--- config.mk ---
export PLATFORM = sky130hd
export DESIGN_NAME = fifo_wr_arbiter_flat
export DESIGN_NICKNAME = d
export VERILOG_FILES = /design/src/rtl/fifo_wr_arbiter_if.sv /design/src/rtl/fifo_wr_arbiter.sv /design/src/flat_wrapper.sv
export SDC_FILE = /design/constraint.sdc
export NUM_CORES = 1
export LEC_CHECK = 0
export CAP_MARGIN = 0
export CORE_MARGIN = 2
export CORE_UTILIZATION = 46
export CTS_BUF_LIST = sky130_fd_sc_hd__clkbuf_8
export CTS_CLUSTER_DIAMETER = 150
export DETAILED_ROUTE_END_ITERATION = 10
export PLACE_DENSITY = 0.88
export SLEW_MARGIN = 20
export SYNTH_ARGS = -nofsm -noshare
export SYNTH_HDL_FRONTEND = slang
export SYNTH_SLANG_ARGS = --single-unit
export TNS_END_PERCENT = 30
--- constraint.sdc ---
create_clock -name wclk -period 4.7 [get_ports wclk]
set_clock_uncertainty 0.1 [all_clocks]
set_input_delay 0.94 -clock wclk [delete_from_list [all_inputs] [get_ports wclk]]
set_output_delay 0.94 -clock wclk [all_outputs]
set_load 0.05 [all_outputs]
--- src/rtl/fifo_wr_arbiter_if.sv ---
// Requester-to-FIFO write bus between N_REQ requesters and a single FIFO write port.
// master: the arbiter side; slave: the requester/FIFO side.
interface fifo_wr_arbiter_if #(
  parameter int unsigned Width = 8,
  parameter int unsigned N_REQ = 4
);
  localparam int unsigned GW = $clog2(N_REQ);

  logic [N_REQ-1:0]       req_valid;
  logic [N_REQ*Width-1:0] req_data;
  logic [N_REQ-1:0]       req_ready;
  logic                   full;
  logic                   w_en;
  logic [Width-1:0]       data_in;
  logic [GW-1:0]          grant_id;
  logic                   busy;
  logic [15:0]            wr_count;

  modport master (
    input  req_valid, req_data, full,
    output req_ready, w_en, data_in, grant_id, busy, wr_count
  );

  modport slave (
    output req_valid, req_data, full,
    input  req_ready, w_en, data_in, grant_id, busy, wr_count
  );
endinterface

--- src/rtl/fifo_wr_arbiter.sv ---
// Round-robin arbiter that grants one requester at a time a burst of up to MAX_BURST
// beats into a shared FIFO write port, with a one-cycle arbitration bubble between grants.
module fifo_wr_arbiter #(
  parameter int unsigned Width     = 8,
  parameter int unsigned N_REQ     = 4,
  parameter int unsigned MAX_BURST = 4
) (
  input  logic                wclk,
  input  logic                wrst_n,
  fifo_wr_arbiter_if.master   bus
);
  localparam int unsigned GW  = $clog2(N_REQ);
  localparam int unsigned GW1 = GW + 1;
  localparam int unsigned BW  = $clog2(MAX_BURST + 1);

  typedef enum logic {IDLE = 1'b0, GRANT = 1'b1} state_t;

  state_t          r_state;
  logic [GW-1:0]   r_grant_id;
  logic [GW-1:0]   r_last_gnt;
  logic [BW-1:0]   r_burst;
  logic [15:0]     r_wr_count;

  logic [N_REQ-1:0][Width-1:0] w_data_2d;
  logic [Width-1:0]            w_sel_data;
  logic                        w_sel_valid;
  logic                        w_beat;
  logic                        w_found;
  logic [GW-1:0]               w_pick;
  logic [GW1-1:0]              w_idx;
  logic [N_REQ-1:0]            w_ready;

  assign w_data_2d   = bus.req_data;
  assign w_sel_data  = w_data_2d[r_grant_id];
  assign w_sel_valid = bus.req_valid[r_grant_id];

  // Reset gates the write strobe combinationally so a mid-burst reset writes nothing.
  assign w_beat = wrst_n && (r_state == GRANT) && w_sel_valid && !bus.full;

  // Round-robin search starting just after the last granted requester.
  always_comb begin
    w_found = 1'b0;
    w_pick  = '0;
    w_idx   = '0;
    for (int k = 0; k < N_REQ; k++) begin
      w_idx = GW1'(r_last_gnt) + GW1'(k) + GW1'(1);
      if (w_idx >= GW1'(N_REQ)) w_idx = w_idx - GW1'(N_REQ);
      if (!w_found && bus.req_valid[w_idx[GW-1:0]]) begin
        w_found = 1'b1;
        w_pick  = w_idx[GW-1:0];
      end
    end
  end

  always_comb begin
    w_ready             = '0;
    w_ready[r_grant_id] = w_beat;
  end

  assign bus.w_en      = w_beat;
  assign bus.req_ready = w_ready;
  assign bus.data_in   = (r_state == GRANT) ? w_sel_data : '0;
  assign bus.busy      = (r_state == GRANT);
  assign bus.grant_id  = r_grant_id;
  assign bus.wr_count  = r_wr_count;

  always_ff @(posedge wclk) begin
    if (!wrst_n) begin
      r_state    <= IDLE;
      r_grant_id <= '0;
      r_last_gnt <= GW'(N_REQ - 1);
      r_burst    <= '0;
      r_wr_count <= '0;
    end else begin
      case (r_state)
        IDLE: begin
          if (w_found) begin
            r_grant_id <= w_pick;
            r_burst    <= '0;
            r_state    <= GRANT;
          end
        end
        GRANT: begin
          if (!w_sel_valid) begin
            r_state    <= IDLE;
            r_last_gnt <= r_grant_id;
          end else if (w_beat) begin
            r_burst    <= r_burst + BW'(1);
            r_wr_count <= r_wr_count + 16'd1;
            if (r_burst == BW'(MAX_BURST - 1)) begin
              r_state    <= IDLE;
              r_last_gnt <= r_grant_id;
            end
          end
        end
        default: r_state <= IDLE;
      endcase
    end
  end
endmodule

--- src/flat_wrapper.sv ---
// flat-port wrapper written by rule: the top's interface ports become plain ports
module fifo_wr_arbiter_flat 
#(
  parameter int unsigned Width     = 8,
  parameter int unsigned N_REQ     = 4,
  parameter int unsigned MAX_BURST = 4
)
  (wclk, wrst_n, bus_req_valid, bus_req_data, bus_full, bus_req_ready, bus_w_en, bus_data_in, bus_grant_id, bus_busy, bus_wr_count);
  fifo_wr_arbiter_if #(.Width(Width), .N_REQ(N_REQ)) bus_i ();
  input  logic wclk;
  input  logic wrst_n;
  input wire logic [$bits(bus_i.req_valid)-1:0] bus_req_valid;
  input wire logic [$bits(bus_i.req_data)-1:0] bus_req_data;
  input wire logic [$bits(bus_i.full)-1:0] bus_full;
  output wire logic [$bits(bus_i.req_ready)-1:0] bus_req_ready;
  output wire logic [$bits(bus_i.w_en)-1:0] bus_w_en;
  output wire logic [$bits(bus_i.data_in)-1:0] bus_data_in;
  output wire logic [$bits(bus_i.grant_id)-1:0] bus_grant_id;
  output wire logic [$bits(bus_i.busy)-1:0] bus_busy;
  output wire logic [$bits(bus_i.wr_count)-1:0] bus_wr_count;
  assign bus_i.req_valid = bus_req_valid;
  assign bus_i.req_data = bus_req_data;
  assign bus_i.full = bus_full;
  assign bus_req_ready = bus_i.req_ready;
  assign bus_w_en = bus_i.w_en;
  assign bus_data_in = bus_i.data_in;
  assign bus_grant_id = bus_i.grant_id;
  assign bus_busy = bus_i.busy;
  assign bus_wr_count = bus_i.wr_count;
  fifo_wr_arbiter #(.Width(Width), .N_REQ(N_REQ), .MAX_BURST(MAX_BURST)) u_core (.wclk(wclk), .wrst_n(wrst_n), .bus(bus_i));
endmodule
==> results.md <==
* Status: complete, no violations
* Worst hold path stage count at 2
* Worst R2R End: u_core.bus.wr_count[14]
* Clk buf depth at 2
* Seq/Total Area, Yosys at 0.318
* Initial antenna violation count at 0
* 1st-pass router iterations at 4
* CP Data Required Time at 3.66 ns
* Power density over the cells at 243 nW/um^2
* ANT nets after route at 0
* H-tree Lvls at 1
* Total grt overflow at 0
* Total clock sinks at 24
* Pint at 0.000401 W
* Sequential share of power at 0.405
* Post-synth top area cell: dfxtp_1
* Synthesis Warnings at 0
* Slew HR at 0.503
* I/O pins at 71
* CP endpoint kind: output port
* Worst Hold Endpoint: u_core.bus.wr_count[14]
* Core area at 3100 um^2
* Critical-path maximum fanout at 7
* Crit path DAT at 3.13 ns
* CTS buffer count at 3
* Nets at 277
* Critical path class: input port to output port
* Die area at 3760 um^2
* VDD IR-drop max at 0.000266 V
* Routed wl met3 at 200 um
* Placed Cells at 274
* Setup tns final at 0 ns
* Combinational share of power at 0.269
* FILL cells at 254
* Post-synth cell types at 40
* Starting Density at 0.488
* Min cycle time layout at 4.17 ns
* Placer Congestion at 0.851
* Residual DRC at 0
* RSZ-0062 raised after global routing: false
* Placement Rows at 20
* Root Driver: clkbuf_8
* Number of global-route vias before repair at 1385
* CTS tree: yes
* # hold bufs at CTS at 0
* First-pass GRT wire length at 6310 um
* Cell count after synthesis at 167
* Worst-skew pair later-pin latency at 0.27 ns
* Setup-failing EPs final at 0
* DR iter-0 viols at 68
* Switching Share at 0.283
* PostCTS Resize Cnt at 0
* Vias per cell at 5.58
* Post-route clock period utilization at 0.888
* Synth Cell Area at 1510 um^2
* Top-area cell type share of the netlist area at 0.318
* Internal reg-to-reg setup slack at 2.29 ns
* Final WS setup at 0.527 ns
* Post-CTS setup buffer count at 0
* Gr usage total at 0.225
* Fin. max-slew vios at 0
* Avg Inst Size Synth at 9.06 um^2
* CP Launch Type: input port
* RR Startpoint: u_core.bus.grant_id[0]
* Tightest Pin Transition at 0.744 ns
* Most common cell after layout, fill and taps aside: clkdlybuf4s50_1
* # Max-Cap Violations at 0
* DR top layer: met4
* Yosys reg bits at 24
* R2R cell count at 4
* Area Overhead vs Synth at 52.1%
* Highest clock rate at 240 MHz
* HP Class: register to register
* P_sw at 0.000158 W
* Metal2 WL at 2080 um
* Clock power frac at 0.326
* Leakage dissipation at 0.847 nW
* Share of layout cells above drive strength 1 at 0.0598
* Syn Nets at 209
* Setup WS pre-CTS at 0.542 ns
* Die width at 61.3 um
* CTS clk-pin slew, worst paths at 0.09 ns
* WL/cell at 14.2 um
* Synth area leaders: dfxtp_1 (32%), mux4_2 (8.9%), mux4_1 (5.2%), a21oi_1 (5.0%), and2_1 (3.7%)
* Most frequent cells in the layout: clkdlybuf4s50_1 (70), dfxtp_1 (24), a21oi_1 (15)
* Final Non-Filler Cells at 278
* N_diodes at 0
* Hold Startpoint: u_core.bus.wr_count[14]
* DPL Wire Length at 3030 um
* Final hold violations at 0
* Die H at 61.3 um
* Largest net degree at the start of global routing at 18
* M1 WL at 1660 um
* Routed Wire Length at 3960 um
* IO Port Bufs at 70
* Vias at 1551
==> per-layer routing <==
metal / up-vias / GRT usage
li1: 772 / -
met1: 738 / 0.297
met2: 39 / 0.395
met3: 2 / 0.0462
met4: 0 / 0.0274
met5: - / 0
==> area by class of cell <==
class	instances	area (um^2)	area share
inverter	9	33.8	0.0147
timing repair buffer	71	708	0.308
multi-input combinational	126	952	0.414
sequential	24	480	0.209
clock buffer	3	41.3	0.0179
tap	44	55.1	0.0239
clock inverter	1	30.0	0.0131
==> cells by family after synthesis <==
kind of cell / Yosys count / synth area share
and+or+nand+nor: 72 / 0.283
DFF: 24 / 0.318
adders and majority gates: 3 / 0.0248
buffers and inverters: 17 / 0.0529
AOI/OAI and AO/OA: 37 / 0.149
xor gates and xnor gates: 2 / 0.0116
muxes: 12 / 0.161
==> synthesized netlist by cell type, drive strengths merged <==
cell	instances
dfxtp	24
a21oi	15
nand2	14
nor2	11
and2	9
inv	9
mux4	9
o21ai	8
or4	7
nand3	6
nand4	6
clkbuf	5
o31ai	5
or3	4
and4	3
buf	3
ha	3
mux2i	3
a21o	2
and3	2
and4b	2
nand2b	2
nor2b	2
a2111o	1
a211oi	1
a221oi	1
a22o	1
a31oi	1
and3b	1
nand4b	1
nor3	1
nor4b	1
o211ai	1
o21a	1
xnor2	1
xor2	1
==> registers in the layout, summed over array words and instances (netlist names) <==
signal	cells
u_core.bus.busy	1
u_core.bus.grant_id	2
u_core.bus.wr_count	16
u_core.r_burst	3
u_core.r_last_gnt	2
==> worst max-delay path by stage <==
stage / startpoint / to / slack [ns] / cells past startpoint
floorplan: bus_full / bus_req_ready[0] / 0.80 / 2
global placement: bus_req_valid[3] / bus_w_en / 0.58 / 5
detailed placement: bus_req_valid[3] / bus_w_en / 0.54 / 5
CTS: bus_req_valid[3] / bus_w_en / 0.54 / 5
global route: bus_req_valid[3] / bus_w_en / 0.44 / 5
finish: bus_req_valid[3] / bus_w_en / 0.53 / 5
==> through the flow <==
stage / cell area (um^2) / total power, W / utilization / hold WS, ns
after global placement: 2230 / 0.000379 / 0.719 / 0.369
after CTS: 2300 / 0.000562 / 0.742 / 0.401
after detailed placement: 2230 / 0.000382 / 0.719 / 0.388
after floorplan: 1510 / 0.000320 / - / 0.355
final: 2300 / 0.000559 / 0.742 / 0.403
after global routing: 2300 / 0.000582 / 0.742 / 0.418
==> power by group through the flow <==
stage          Clock, W  Sequential (W)  Combinational, W
2_1_floorplan         0        0.000231         0.0000893
3_3_place_gp          0        0.000231          0.000148
3_5_place_dp          0        0.000231          0.000150
4_1_cts        0.000184        0.000227          0.000151
5_1_grt        0.000193        0.000229          0.000160
6_report       0.000182        0.000226          0.000150
==> worst max-delay path, cell delays in order <==
cell and delay, ns:
clkdlybuf4s50_1 0.51, mux4_2 0.62, nand2_1 0.22, inv_1 0.12, clkdlybuf4s50_1 0.72
No activity file was read; power rests on OpenSTA's default activity.
